`src/rtl/dpram_arb_pkg.sv`:
```
// Shared types and defaults for the dual-port RAM port arbiter.
// Requester indices are sized for the largest supported requester count.
package dpram_arb_pkg;

   localparam int ADDR_W_DEF  = 4;
   localparam int DATA_W_DEF  = 4;
   localparam int NUM_REQ_DEF = 3;
   localparam int NUM_REQ_MAX = 8;
   localparam int IDX_W       = $clog2(NUM_REQ_MAX);

   typedef logic [IDX_W-1:0] req_idx_t;

   typedef enum logic {
      PORT1 = 1'b0,
      PORT2 = 1'b1
   } port_e;

   // Successor of idx in round-robin order over n requesters.
   function automatic req_idx_t next_idx(input req_idx_t idx, input int n);
      if (int'(idx) >= n - 1)
         return '0;
      return req_idx_t'(int'(idx) + 1);
   endfunction

endpackage

```
`src/rtl/dpram_rr_pick.sv`:
```
// Rotating find-first: returns the first set bit of mask, scanning upward
// from start with wrap-around.
module dpram_rr_pick
   import dpram_arb_pkg::*;
#(
   parameter int N = NUM_REQ_DEF
) (
   input  logic [N-1:0] mask,
   input  req_idx_t     start,
   output logic         found,
   output req_idx_t     idx
);

   always_comb begin
      found = 1'b0;
      idx   = '0;
      // Scan from farthest to nearest so the nearest hit is the one kept.
      for (int k = N - 1; k >= 0; k--) begin
         if (mask[(int'(start) + k) % N]) begin
            found = 1'b1;
            idx   = req_idx_t'((int'(start) + k) % N);
         end
      end
   end

endmodule

```
`src/rtl/dpram_port_arbiter.sv`:
```
// Round-robin arbiter sharing both ports of a dual-port RAM between NUM_REQ
// requesters, with same-address hazard blocking and a one-cycle read return.
module dpram_port_arbiter
   import dpram_arb_pkg::*;
#(
   parameter int NUM_REQ = NUM_REQ_DEF,
   parameter int ADDR_W  = ADDR_W_DEF,
   parameter int DATA_W  = DATA_W_DEF
) (
   input  logic                      clk,
   input  logic                      rst,
   input  logic [NUM_REQ-1:0]        req_valid,
   input  logic [NUM_REQ-1:0]        req_we,
   input  logic [NUM_REQ*ADDR_W-1:0] req_addr,
   input  logic [NUM_REQ*DATA_W-1:0] req_wdata,
   output logic [NUM_REQ-1:0]        req_ready,
   output logic [NUM_REQ-1:0]        rsp_valid,
   output logic [NUM_REQ*DATA_W-1:0] rsp_rdata,
   output logic                      we1,
   output logic                      we2,
   output logic [ADDR_W-1:0]         addr1,
   output logic [ADDR_W-1:0]         addr2,
   output logic [DATA_W-1:0]         data_in1,
   output logic [DATA_W-1:0]         data_in2,
   input  logic [DATA_W-1:0]         data_out1,
   input  logic [DATA_W-1:0]         data_out2
);

   req_idx_t             rr_ptr_reg, rr_ptr_next;
   logic                 g1_found, g2_found;
   req_idx_t             g1_idx, g2_idx, g2_start;
   logic [NUM_REQ-1:0]   g2_mask;
   logic                 g1_we, g2_we;
   logic [ADDR_W-1:0]    g1_addr, g2_addr;
   logic [DATA_W-1:0]    g1_wdata, g2_wdata;
   logic                 hazard, grant1, grant2;
   logic                 p1_valid_reg, p2_valid_reg;
   req_idx_t             p1_idx_reg, p2_idx_reg;

   dpram_rr_pick #(.N(NUM_REQ)) u_pick1 (
      .mask  (req_valid),
      .start (rr_ptr_reg),
      .found (g1_found),
      .idx   (g1_idx)
   );

   always_comb begin
      g2_mask  = req_valid;
      g2_start = next_idx(g1_idx, NUM_REQ);
      for (int i = 0; i < NUM_REQ; i++) begin
         if (int'(g1_idx) == i)
            g2_mask[i] = 1'b0;
      end
   end

   dpram_rr_pick #(.N(NUM_REQ)) u_pick2 (
      .mask  (g2_mask),
      .start (g2_start),
      .found (g2_found),
      .idx   (g2_idx)
   );

   always_comb begin
      g1_we    = 1'b0;
      g1_addr  = '0;
      g1_wdata = '0;
      g2_we    = 1'b0;
      g2_addr  = '0;
      g2_wdata = '0;
      for (int i = 0; i < NUM_REQ; i++) begin
         if (int'(g1_idx) == i) begin
            g1_we    = req_we[i];
            g1_addr  = req_addr[i*ADDR_W +: ADDR_W];
            g1_wdata = req_wdata[i*DATA_W +: DATA_W];
         end
         if (int'(g2_idx) == i) begin
            g2_we    = req_we[i];
            g2_addr  = req_addr[i*ADDR_W +: ADDR_W];
            g2_wdata = req_wdata[i*DATA_W +: DATA_W];
         end
      end

      // Any write sharing an address with the other port holds off the second grant.
      hazard = g2_found && (g2_addr == g1_addr) && (g1_we || g2_we);
      grant1 = g1_found && rst;
      grant2 = g2_found && !hazard && rst;

      req_ready = '0;
      for (int i = 0; i < NUM_REQ; i++) begin
         if (grant1 && int'(g1_idx) == i)
            req_ready[i] = 1'b1;
         if (grant2 && int'(g2_idx) == i)
            req_ready[i] = 1'b1;
      end

      we1      = grant1 && g1_we;
      addr1    = grant1 ? g1_addr  : '0;
      data_in1 = grant1 ? g1_wdata : '0;
      we2      = grant2 && g2_we;
      addr2    = grant2 ? g2_addr  : '0;
      data_in2 = grant2 ? g2_wdata : '0;

      if (grant2)
         rr_ptr_next = next_idx(g2_idx, NUM_REQ);
      else if (grant1)
         rr_ptr_next = next_idx(g1_idx, NUM_REQ);
      else
         rr_ptr_next = rr_ptr_reg;
   end

   always_ff @(posedge clk or negedge rst) begin
      if (!rst) begin
         rr_ptr_reg   <= '0;
         p1_valid_reg <= 1'b0;
         p2_valid_reg <= 1'b0;
         p1_idx_reg   <= '0;
         p2_idx_reg   <= '0;
      end else begin
         rr_ptr_reg   <= rr_ptr_next;
         p1_valid_reg <= grant1 && !g1_we;
         p2_valid_reg <= grant2 && !g2_we;
         p1_idx_reg   <= g1_idx;
         p2_idx_reg   <= g2_idx;
      end
   end

   // The RAM registers its read data, so it lines up with the recorded grant.
   generate
      for (genvar gi = 0; gi < NUM_REQ; gi++) begin : g_rsp
         logic  hit1, hit2;
         port_e src;
         assign hit1 = p1_valid_reg && (p1_idx_reg == req_idx_t'(gi));
         assign hit2 = p2_valid_reg && (p2_idx_reg == req_idx_t'(gi));
         assign src  = hit1 ? PORT1 : PORT2;
         assign rsp_valid[gi] = hit1 || hit2;
         assign rsp_rdata[gi*DATA_W +: DATA_W] =
            !(hit1 || hit2) ? '0 : ((src == PORT1) ? data_out1 : data_out2);
      end
   endgenerate

endmodule

```
`config.mk`:
```
export PLATFORM = sky130hd
export DESIGN_NAME = dpram_port_arbiter
export DESIGN_NICKNAME = d
export VERILOG_FILES = /design/src/rtl/dpram_arb_pkg.sv /design/src/rtl/dpram_rr_pick.sv /design/src/rtl/dpram_port_arbiter.sv
export SDC_FILE = /design/constraint.sdc
export NUM_CORES = 1
export LEC_CHECK = 0
export BUFFER_PORTS_ARGS = -buffer_cell sky130_fd_sc_hd__buf_2
export CAP_MARGIN = 20
export CORE_ASPECT_RATIO = 0.5
export CORE_MARGIN = 2
export CORE_UTILIZATION = 40
export CTS_CLUSTER_DIAMETER = 80
export CTS_CLUSTER_SIZE = 14
export DETAILED_ROUTE_END_ITERATION = 10
export PLACE_DENSITY = 0.63
export SLEW_MARGIN = 20
export SYNTH_ARGS = -nofsm -noshare
export SYNTH_HDL_FRONTEND = slang
export SYNTH_HIERARCHICAL = 1
export SYNTH_SLANG_ARGS = --single-unit
```
`constraint.sdc`:
```
create_clock -name clk -period 35.1 [get_ports clk]
set_clock_uncertainty 0.15 [all_clocks]
set_input_delay 5.265 -clock clk [delete_from_list [all_inputs] [get_ports clk]]
set_output_delay 5.265 -clock clk [all_outputs]
set_load 0.05 [all_outputs]
```
; Word-level counts from Yosys, hierarchy flattened
; Cells that the tools add are included.
[word_totals]
ff_bits = 11
in_bits = 40
elab_cells = 146
[op_classes]
add_sub_neg = 6
div_mod_pow = 6
n_lt_le_gt_ge = 8
eq_ne = 9
muxes = 79
reduce_logical = 33
[op_table]
columns = cell, count
row1 = less-than comparator 32 x 4 -> 1 bit (second input constant), 6
row2 = remainder unit 32 x 3 -> 32 bit (second input constant), 4
row3 = two-way mux 4 bit, 22
row4 = remainder unit 4 x 3 -> 32 bit (second input constant), 2
row5 = two-way mux 3 bit, 13
row6 = two-way mux 1 bit, 38
row7 = logical AND 1 bit, 21
row8 = binary-select mux 1 bit (select 2 bit), 6
row9 = == test 3 x 2 -> 1 bit (second input constant), 4
row10 = zero test 3 bit, 4
row11 = adder 3 x 1 -> 4 bit (second input constant), 2
row12 = adder 3 x 2 -> 4 bit (second input constant), 2
row13 = adder 3 x 1 -> 3 bit (second input constant), 2
row14 = == test 3 x 1 -> 1 bit (second input constant), 2
row15 = == test 3 bit (second input constant), 2
row16 = >= comparator 3 x 2 -> 1 bit (second input constant), 2
row17 = == test 4 bit, 1
row18 = logical OR 1 bit, 4
row19 = zero test 1 bit, 3
row20 = nonzero test 2 bit, 1

; Depth between registers and ports, before layout
; Gate-level depths: netlist of the first run.
[depth]
ltp_word = 33
ltp_mapped = 48
mapped_depth_nobuf = 44

; Modules after synthesis
; Netlist of the first run, hierarchy kept.
[by_module_without_submodules]
columns = module, n_inst, cells_each, area_per_inst_um2
row1 = dpram_rr_pick, 2, 111, 840.8
row2 = dpram_port_arbiter, 1, 210, 1540.2

; Least setup slack after synthesis of the first run
; OpenSTA, ideal clock, no wires.
[synth_path]
path_kind = input to output
start = input port req_valid[2]
end = output port addr2[0]
arrival_ns = 13.294
setup_slack_ns = 16.391
path_stages = 34
path_buffers = 4
path_cell_list = and3_1 mux2_4 or2_1 nand2b_1 o2bb2ai_1 inv_1 ha_1 buf_4 clkbuf_1 nor4_1 buf_2 inv_1 ha_1 ha_1 inv_1 a21oi_1 nor4_1 or2_1 inv_1 ha_1 a311oi_4 mux2_4 or2_1 nand2b_1 o2bb2ai_1 inv_1 ha_1 and2b_1 a221oi_1 o31ai_1 a41oi_1 nor3_2 buf_6 nor3_1
[synth_between]
elab_chain_cells = 28
word_cells_on_any_way = 65
classes_between = 3 x add/sub / 3 x div / 1 x order compare / 5 x eq/ne / 45 x mux / 8 x reduce/logical
[synth_rtl]
columns = element, line
row1 = "start, declared", dpram_port_arbiter.sv:12  ; input logic [NUM_REQ-1:0] req_valid,
row2 = binary-select mux 1 bit (select 2 bit), dpram_rr_pick.sv:19  ; if (mask[(int'(start) + k) % N]) begin
row3 = two-way mux 1 bit (implied by the code) (2 in series), dpram_rr_pick.sv:19
row4 = two-way mux 3 bit (2 in series), dpram_rr_pick.sv:19
row5 = two-way mux 3 bit (*), dpram_rr_pick.sv:19
row6 = via g1_idx[0], dpram_port_arbiter.sv:31  ; req_idx_t g1_idx, g2_idx, g2_start;
row7 = >= comparator 3 x 2 -> 1 bit, dpram_arb_pkg.sv:20  ; if (int'(idx) >= n - 1)
row8 = two-way mux 1 bit, dpram_arb_pkg.sv:20
row9 = two-way mux 3 bit (*), dpram_arb_pkg.sv:22  ; return req_idx_t'(int'(idx) + 1);
row10 = via g2_start[0], dpram_port_arbiter.sv:31
row11 = [... 8 more ...], -
row12 = via g2_idx[0], dpram_port_arbiter.sv:31
row13 = zero test 3 bit, dpram_port_arbiter.sv:76  ; if (int'(g2_idx) == i) begin
row14 = two-way mux 4 bit (3 in series), dpram_port_arbiter.sv:76
row15 = == test 4 bit, dpram_port_arbiter.sv:84  ; hazard = g2_found && (g2_addr == g1_addr) && (g1_we || g2_we);
row16 = logical AND 1 bit (2 in series), dpram_port_arbiter.sv:84
row17 = zero test 1 bit, dpram_port_arbiter.sv:86  ; grant2 = g2_found && !hazard && rst;
row18 = logical AND 1 bit (2 in series), dpram_port_arbiter.sv:86
row19 = two-way mux 4 bit (*), dpram_port_arbiter.sv:100  ; addr2 = grant2 ? g2_addr : '0;
row20 = "end, declared", dpram_port_arbiter.sv:22  ; output logic [ADDR_W-1:0] addr2,
; Mark *: on every way through the listed nets, which the timed path passes. The rest lies on a longest branch. The select of a mux whose other input is x is not followed.

; Worst setup path in the final report of the first run
[layout_path]
start = input port req_valid[2]
end = output port req_ready[2]
[layout_between]
elab_chain_cells = 29
word_cells_on_any_way = 72
classes_between = 3 x add/sub / 3 x div / 1 x order compare / 5 x eq/ne / 49 x mux / 11 x reduce/logical
[layout_rtl]
columns = element, line
row1 = binary-select mux 1 bit (select 2 bit), dpram_rr_pick.sv:19
row2 = two-way mux 1 bit (implied by the code) (2 in series), dpram_rr_pick.sv:19
row3 = two-way mux 3 bit (2 in series), dpram_rr_pick.sv:19
row4 = two-way mux 3 bit (*), dpram_rr_pick.sv:19
row5 = via g1_idx[0], dpram_port_arbiter.sv:31
row6 = >= comparator 3 x 2 -> 1 bit, dpram_arb_pkg.sv:20
row7 = two-way mux 1 bit, dpram_arb_pkg.sv:20
row8 = two-way mux 3 bit (*), dpram_arb_pkg.sv:22
row9 = via g2_start[2], dpram_port_arbiter.sv:31
row10 = [... 8 more ...], -
row11 = via g2_idx[0], dpram_port_arbiter.sv:31
row12 = zero test 3 bit, dpram_port_arbiter.sv:76
row13 = two-way mux 4 bit (3 in series), dpram_port_arbiter.sv:76
row14 = == test 4 bit, dpram_port_arbiter.sv:84
row15 = logical AND 1 bit (2 in series), dpram_port_arbiter.sv:84
row16 = zero test 1 bit, dpram_port_arbiter.sv:86
row17 = logical AND 1 bit (2 in series), dpram_port_arbiter.sv:86
row18 = logical AND 1 bit (*), dpram_port_arbiter.sv:92  ; if (grant2 && int'(g2_idx) == i)
row19 = two-way mux 1 bit (*), dpram_port_arbiter.sv:92
row20 = "end, declared", dpram_port_arbiter.sv:16  ; output logic [NUM_REQ-1:0] req_ready,
; Marks and branches as above.

==> run metrics, run 1 <==
commonest non-fill, non-tap cell in the layout=buf_2; GPL Wtd Cong=0.853; syn avg cell area=7.46 µm²; area grow syn2layout=16.7%; Netlist cell types=73; Routed WL=8.77 mm; Residual DRC=0; worst min-delay path class=register to register; crit share post-route=55.2%; core area=7910 µm²; Max Clk Rate=51.6 MHz; via count=3388; most frequent cells in the layout=buf_2, nand2_1, ha_1; clock sink count=11; top layer in use=met4; synthesized flop and latch total=11; worst-margin pin slew=1.11 ns; Clock Pin Slew Worst Setup and Hold Paths=0.04 ns; TritonCTS clock tree=done; met2 wire length=3.89 mm; Slew Viols, Final=0; DR pass1 iterations=5; sequential-to-total area share from yosys stat=8.54%; Hold Buf Count CTS=0; Buf/Inv on CP=7; largest net degree at the start of global routing=22; HP Start=rr_ptr_reg[1]; total gr overflow=0; CP startpoint=req_valid[2]; CP max FO=21; setup tns final=0 ns; I/O pins=76; hpwl dp=6.75 mm; Initial Utilization=40.7%; cell count after synthesis=432; Synth async-reset ratio=100%; IO Port Bufs=75; number of buffers created by CTS=3; status=complete, no violations; Skew-Pair Late Insertion Delay=0.23 ns; RSZ-0062 raised after global routing=no; ys flop type=dfrtp_1; ANT nets after route=0; CP endpoint kind=output pin; die footprint=8830 µm²; Final Worst Setup Slack=15.73 ns; Rows=23; Crit path depth=35; Max-Cap Viols=0; vias in the first global route=2910; Final Hold Fails=0; initial antenna violation count=0; Nets=579; final setup fails=0; Synthesized Nets=512; slew margin rel.=25.2%; CP max-delay cell=ha_1; wl on met1=4.46 mm; setup bufs post-CTS=0; crit path launch type=input port; Die H=67.5 µm; Post-synth EDFFs=0; DIE WIDTH=131 µm; Crit path max-delay family=simple AND/OR/NAND/NOR gates; Worst EP arrival=13.95 ns; DR vias/cell=5.55; Post-Syn Area=3220 µm²; critical path class=input port to output pin; Hold WS=0.660 ns; max incr delay on CP=0.61 ns; CTS Buffer Depth=2; Met3 Wirelength=380 µm; post-DR wirelength/cell=14.4 µm; first-pass GRT wire length=14.2 mm; Warnings, synthesis=6; number of antenna diodes=0; pre-CTS setup slack=15.84 ns; root buf cell=clkbuf_16; Reg2Reg Depth=43; hold depth=2; Critical Path RT=29.68 ns; Initial DRC Count=225; min Tclk post-route=19.37 ns; CTS resizes=0; total track usage=19.7%; H-tree level count=1; share of cells above drive strength 1=22.9%; Most Frequent Cell on Critical Path=ha_1; RR Startpoint=rr_ptr_reg[2]
## cells by family after synthesis
group | Yosys count | synth area share (%)
adder cells (fa/ha/maj) | 40 | 15.5
XOR/XNOR | 15 | 4.54
AO/OA/AOI/OAI | 120 | 29.4
multiplexers | 14 | 4.74
buffers and inverters | 49 | 6.64
flip-flops | 11 | 8.54
AND/OR/NAND/NOR | 183 | 30.6
## area by class of cell
class | count | area, µm²
well taps | 112 | 140
flip-flops and latches | 11 | 275
fillers | 782 | 4160
repair buffers | 79 | 405
multi-input cells | 372 | 2740
clock buffers | 4 | 78.8
inverters | 32 | 120
## per-stage QoR
stage	util [%]	area [µm²]	cells
CTS	47.5	3760	610
floorplan	-	3220	432
detailed placement	46.5	3680	606
global placement	46.5	3680	606
finish	47.5	3760	610
global route	47.5	3760	610
## worst paths after layout
path                                 endpoint  slack (ns)
worst min-delay path            rr_ptr_reg[1]        0.66
worst max register to register  rr_ptr_reg[2]       23.74
min in group asynchronous       p2_idx_reg[0]        4.77
max in group asynchronous       p1_idx_reg[1]       29.79
worst max-delay path             req_ready[2]       15.73
worst min register to register  rr_ptr_reg[1]        0.66
## layer usage
| metal | up-vias | GRT usage, % |
|---|---|---|
| li1 | 1725 | - |
| met1 | 1580 | 29.2 |
| met2 | 81 | 32.9 |
| met3 | 2 | 0.713 |
| met4 | 0 | 2.39 |
| met5 | - | 0 |
## worst min-delay path: cells and delay by family (launching register included)
family	cells	cell delay [ns]
multiplexers	2	0.27
flip-flops	1	0.50
## cells in the mapped netlist (5+ instances only)
library cell | instances | area share (%)
and2_1 | 6 | 1.2
a21boi_0 | 5 | 1.2
nor3_1 | 23 | 3.6
o21ai_0 | 13 | 2.0
nand3_1 | 10 | 1.6
inv_1 | 28 | 3.3
nand2b_1 | 19 | 3.7
nand2_1 | 41 | 4.8
xnor2_1 | 13 | 3.5
nor2_1 | 31 | 3.6
ha_1 | 40 | 16
a221o_1 | 6 | 1.9
buf_2 | 9 | 1.4
and3_1 | 5 | 0.97
dfrtp_1 | 11 | 8.5
a21oi_1 | 29 | 4.5
mux2i_1 | 10 | 3.1
nand3b_1 | 10 | 2.3
nor2b_1 | 8 | 1.6
a22o_1 | 8 | 2.2
Power of run 1 is left out: the tool's default activity adds up to more than one toggle a clock period on the data nets, which glitch-free logic cannot reach.
==> inputs of run 2 (changes only) <==
Clock period 35.1 ns to 19.1 ns, I/O delays scaled along.
==> run 2 against run 1 <==
  * Worst hold slack worse by 0.0036 ns
  * Non-clock buffer count stayed put
  * Die area stayed put
  * Register-to-register slack worse by 16 ns
  * First-iteration DRC count is 5.8% lower
  * Largest cell class unchanged
==> run metrics, run 2 (synthesis gave the netlist of run 1 again) <==
Multi-input gate area=2740 µm² (unchanged); fin util=47.5% (unchanged); CP max FO=21 (unchanged); commonest non-fill, non-tap cell in the layout=buf_2 (unchanged); setup bufs post-CTS=0 (unchanged); post-DR wirelength/cell=14.3 µm (was 14.4 µm); number of buffers created by CTS=3 (unchanged); IO Port Bufs=75 (unchanged); Initial DRC Count=212 (was 225); Initial Utilization=40.7% (unchanged); initial antenna violation count=0 (unchanged); worst min-delay path class=register to register (unchanged); Worst EP arrival=11.80 ns (was 13.95 ns); TritonCTS clock tree=done (unchanged); ANT nets after route=0 (unchanged); Slew Viols, Final=0 (unchanged); Final Hold Fails=0 (unchanged); Finished Layout Cells=610 (unchanged); via count=3397 (was 3388); area grow syn2layout=16.7% (unchanged); crit path launch type=register (was input port); CP max-delay cell=ha_1 (unchanged); crit share post-route=77.6%; root buf cell=clkbuf_16 (unchanged); Layout Cell Area excl Fill=3760 µm² (unchanged); Skew-Pair Late Insertion Delay=0.24 ns (was 0.23 ns); Most Frequent Cell on Critical Path=ha_1 (unchanged); Critical Path RT=16.09 ns (was 29.68 ns); CTS resizes=0 (unchanged); worst-margin pin slew=1.05 ns (was 1.11 ns); CTS Buffer Depth=2 (unchanged); DR vias/cell=5.57 (was 5.55); status=complete, no violations (unchanged); Filler cells=791 (was 782); vias in the first global route=2991 (was 2910); die footprint=8830 µm² (unchanged); area post-placement=3680 µm² (unchanged); Nets=579 (unchanged); total gr overflow=0 (unchanged); Max Clk Rate=67.5 MHz; setup tns final=0 ns (unchanged); most frequent cells in the layout=buf_2, nand2_1, ha_1 (unchanged); hpwl dp=6.74 mm (was 6.75 mm); placed cell count=606 (unchanged); Die H=67.5 µm (unchanged); core area=7910 µm² (unchanged); largest net degree at the start of global routing=22 (unchanged); number of antenna diodes=0 (unchanged); share of cells above drive strength 1=22.9% (unchanged); Rows=23 (unchanged); RSZ-0062 raised after global routing=no (unchanged); Routed WL=8.71 mm (was 8.77 mm); final setup fails=0 (unchanged); Residual DRC=0 (unchanged); CP endpoint kind=output pin (unchanged); GPL Wtd Cong=0.864 (was 0.853); Max-Cap Viols=0 (unchanged); slew margin rel.=29.1% (was 25.2%); sequential standard cell area=275 µm² (unchanged); max incr delay on CP=0.62 ns (was 0.61 ns); H-tree level count=1 (unchanged); min Tclk post-route=14.82 ns; Hold Buf Count CTS=0 (unchanged); clock sink count=11 (unchanged); total track usage=19.8% (was 19.7%); I/O pins=76 (unchanged); DR pass1 iterations=4 (was 5); critical path class=register to output pin (was input port to output pin); Clock Pin Slew Worst Setup and Hold Paths=0.04 ns (about the same); first-pass GRT wire length=14.3 mm (was 14.2 mm); DIE WIDTH=131 µm (unchanged)
run 2: cell counts in the layout (fill, tap and decap cells not counted):
Identical to the previous run, type by type.
run 2: cell type report:
type                       instances  share of cell area, %
multi-input combinational        372                   72.9
timing repair buffer              79                   10.8
sequential                        11                   7.32
tap                              112                   3.73
inverter                          32                   3.20
clock buffer                       4                   2.10
run 2: final timing paths:
path                       slack, ns  cells past startpoint             to     startpoint
max                             4.28                     45   req_ready[2]  rr_ptr_reg[2]
min                             0.66                      2  rr_ptr_reg[1]  rr_ptr_reg[1]
max reg2reg                     7.73                     43  rr_ptr_reg[0]  rr_ptr_reg[2]
min reg2reg                     0.66                      2  rr_ptr_reg[1]  rr_ptr_reg[1]
max in group asynchronous      16.20                      1  p1_idx_reg[1]            rst
min in group asynchronous       2.37                      1  p2_idx_reg[0]            rst
run 2: stage by stage:
step           hold WS [ns]  worst slack (ns)
5_1_grt               0.715              3.29
4_1_cts               0.669              4.37
6_report              0.656              4.28
2_1_floorplan         0.489              5.19
3_5_place_dp          0.663              4.56
3_3_place_gp          0.675              4.94
run 2: worst max-delay path: cells and delay by family (launching register included):
family / cells / cell delay, ns
AND/OR/NAND/NOR: 16 / 3.47
adder cells (fa/ha/maj): 8 / 2.77
AO/OA/AOI/OAI: 10 / 2.62
buffers and inverters: 9 / 1.38
multiplexers: 2 / 0.68
flip-flops: 1 / 0.58
run 2: layer usage:
metal | wire (µm) | GRT usage (%) | up-vias
met1 | 4480 | 29.2 | 1598
met2 | 3900 | 32.6 | 79
met4 | 14 | 2.93 | 0
met5 | 0 | 0 | -
met3 | 316 | 1.19 | 2
li1 | - | - | 1718
Power of run 2 is left out for the same reason.
==> inputs of run 3 (changes only) <==
Clock period 19.1 ns to 13.8 ns, I/O delays scaled along.
==> run 3 against run 2 <==
  * Global-route usage decreased by 0.36 points
  * Clock-buffer cell count did not move
  * Core utilization increased by 0.54 points
  * Die area is the same
  * Critical path depth decreased by 2
  * Worst hold slack about the same
  * Non-clock buffer count grew 1
  * Routed wire length down 0.52%
  * Sequential share of layout area is 0.082 points lower
  * Critical endpoint is now addr2[2]
==> run metrics, run 3 (synthesis gave the netlist of run 1 again) <==
status=complete, no violations (unchanged); CTS resizes=0 (unchanged); Routed WL=8.67 mm (was 8.71 mm); hpwl dp=6.77 mm (was 6.74 mm); slew margin rel.=39.0% (was 29.1%); final setup fails=0 (unchanged); post-DR wirelength/cell=14.2 µm (was 14.3 µm); CTS Buffer Depth=2 (unchanged); Final Hold Fails=0 (unchanged); vias in the first global route=2986 (was 2991); H-tree level count=1 (unchanged); worst min-delay path class=register to register (unchanged); DR pass1 iterations=5 (was 4); min Tclk post-route=12.97 ns; Worst EP arrival=10.75 ns (was 11.80 ns); root buf cell=clkbuf_16 (unchanged); CP endpoint kind=output pin (unchanged); DIE WIDTH=131 µm (unchanged); commonest non-fill, non-tap cell in the layout=buf_2 (unchanged); RSZ-0062 raised after global routing=no (unchanged); Multi-input gate area=2770 µm² (was 2740 µm²); Rows=23 (unchanged); Finished Layout Cells=611 (was 610); total gr overflow=0 (unchanged); Layout Cell Area excl Fill=3800 µm² (was 3760 µm²); Critical Path RT=11.58 ns (was 16.09 ns); area post-placement=3690 µm² (was 3680 µm²); area grow syn2layout=18.0% (was 16.7%); CP max FO=14 (was 21); total track usage=19.4% (was 19.8%); CP max-delay cell=dfrtp_1 (was ha_1); first-pass GRT wire length=14.0 mm (was 14.3 mm); core area=7910 µm² (unchanged); initial antenna violation count=0 (unchanged); number of antenna diodes=0 (unchanged); Max-Cap Viols=0 (unchanged); setup bufs post-CTS=0 (unchanged); Slew Viols, Final=0 (unchanged); Skew-Pair Late Insertion Delay=0.23 ns (was 0.24 ns); GPL Wtd Cong=0.879 (was 0.864); pre-CTS setup slack=0.661 ns (was 4.56 ns); crit path launch type=register (unchanged); Die H=67.5 µm (unchanged); I/O pins=76 (unchanged); DR vias/cell=5.52 (was 5.57); setup tns final=0 ns (unchanged); critical path class=register to output pin (unchanged); placed cell count=607 (was 606); via count=3372 (was 3397); Hold Buf Count CTS=0 (unchanged); worst-margin pin slew=0.902 ns (was 1.05 ns); Max Clk Rate=77.1 MHz; sequential standard cell area=275 µm² (unchanged); max incr delay on CP=0.57 ns (was 0.62 ns); Residual DRC=0 (unchanged); Initial Utilization=40.7% (unchanged); most frequent cells in the layout=buf_2, nand2_1, ha_1 (unchanged); TritonCTS clock tree=done (unchanged); share of cells above drive strength 1=24.4% (was 22.9%); crit share post-route=94.0%; number of buffers created by CTS=3 (unchanged); die footprint=8830 µm² (unchanged); Nets=580 (was 579); Most Frequent Cell on Critical Path=ha_1 (unchanged); clock sink count=11 (unchanged); Initial DRC Count=222 (was 212); Filler cells=786 (was 791); Clock Pin Slew Worst Setup and Hold Paths=0.04 ns (about the same); IO Port Bufs=75 (unchanged); ANT nets after route=0 (unchanged); largest net degree at the start of global routing=21 (was 22); Final Worst Setup Slack=0.828 ns (was 4.28 ns)
## run 3: metal layers
| layer | routed length, µm | GRT usage [%] |
|---|---|---|
| met1 | 4470 | 27.6 |
| met5 | 0 | 0 |
| met3 | 276 | 1.82 |
| met4 | 122 | 5.05 |
| met2 | 3800 | 31.8 |
## run 3: through the flow
stage | utilization [%] | hold slack (ns)
CTS | 47.6 | 0.658
finish | 48.0 | 0.656
detailed placement | 46.6 | 0.646
global placement | 46.6 | 0.636
global route | 48.0 | 0.695
floorplan | - | 0.489
## run 3: final cells by class
cell class / count / share of cell area, %
repair buffers: 80 / 10.9
clock buffers: 4 / 2.07
flip-flops and latches: 11 / 7.24
inverters: 32 / 3.16
well taps: 112 / 3.69
multi-input cells: 372 / 73.0
## run 3: path summary, 6_finish.rpt
path                            slack [ns]             to  depth (start not counted)           from
worst max-delay path                  0.83       addr2[2]                         43  rr_ptr_reg[0]
worst min-delay path                  0.66  rr_ptr_reg[2]                          2  rr_ptr_reg[2]
worst max register to register        3.08  rr_ptr_reg[0]                         43  rr_ptr_reg[0]
worst min register to register        0.66  rr_ptr_reg[2]                          2  rr_ptr_reg[2]
max in group asynchronous            11.69   p1_valid_reg                          1            rst
min in group asynchronous             1.57  p2_idx_reg[2]                          1            rst
## run 3: critical path: cells and delay by family, from the launching register on
family                   cells  cell delay (ns)
AND/OR/NAND/NOR             14             2.93
AO/OA/AOI/OAI               10             2.65
adder cells (fa/ha/maj)      8             2.30
buffers and inverters        8             1.06
multiplexers                 2             0.68
flip-flops                   1             0.57
XOR/XNOR                     1             0.30
Power of run 3 is left out for the same reason.
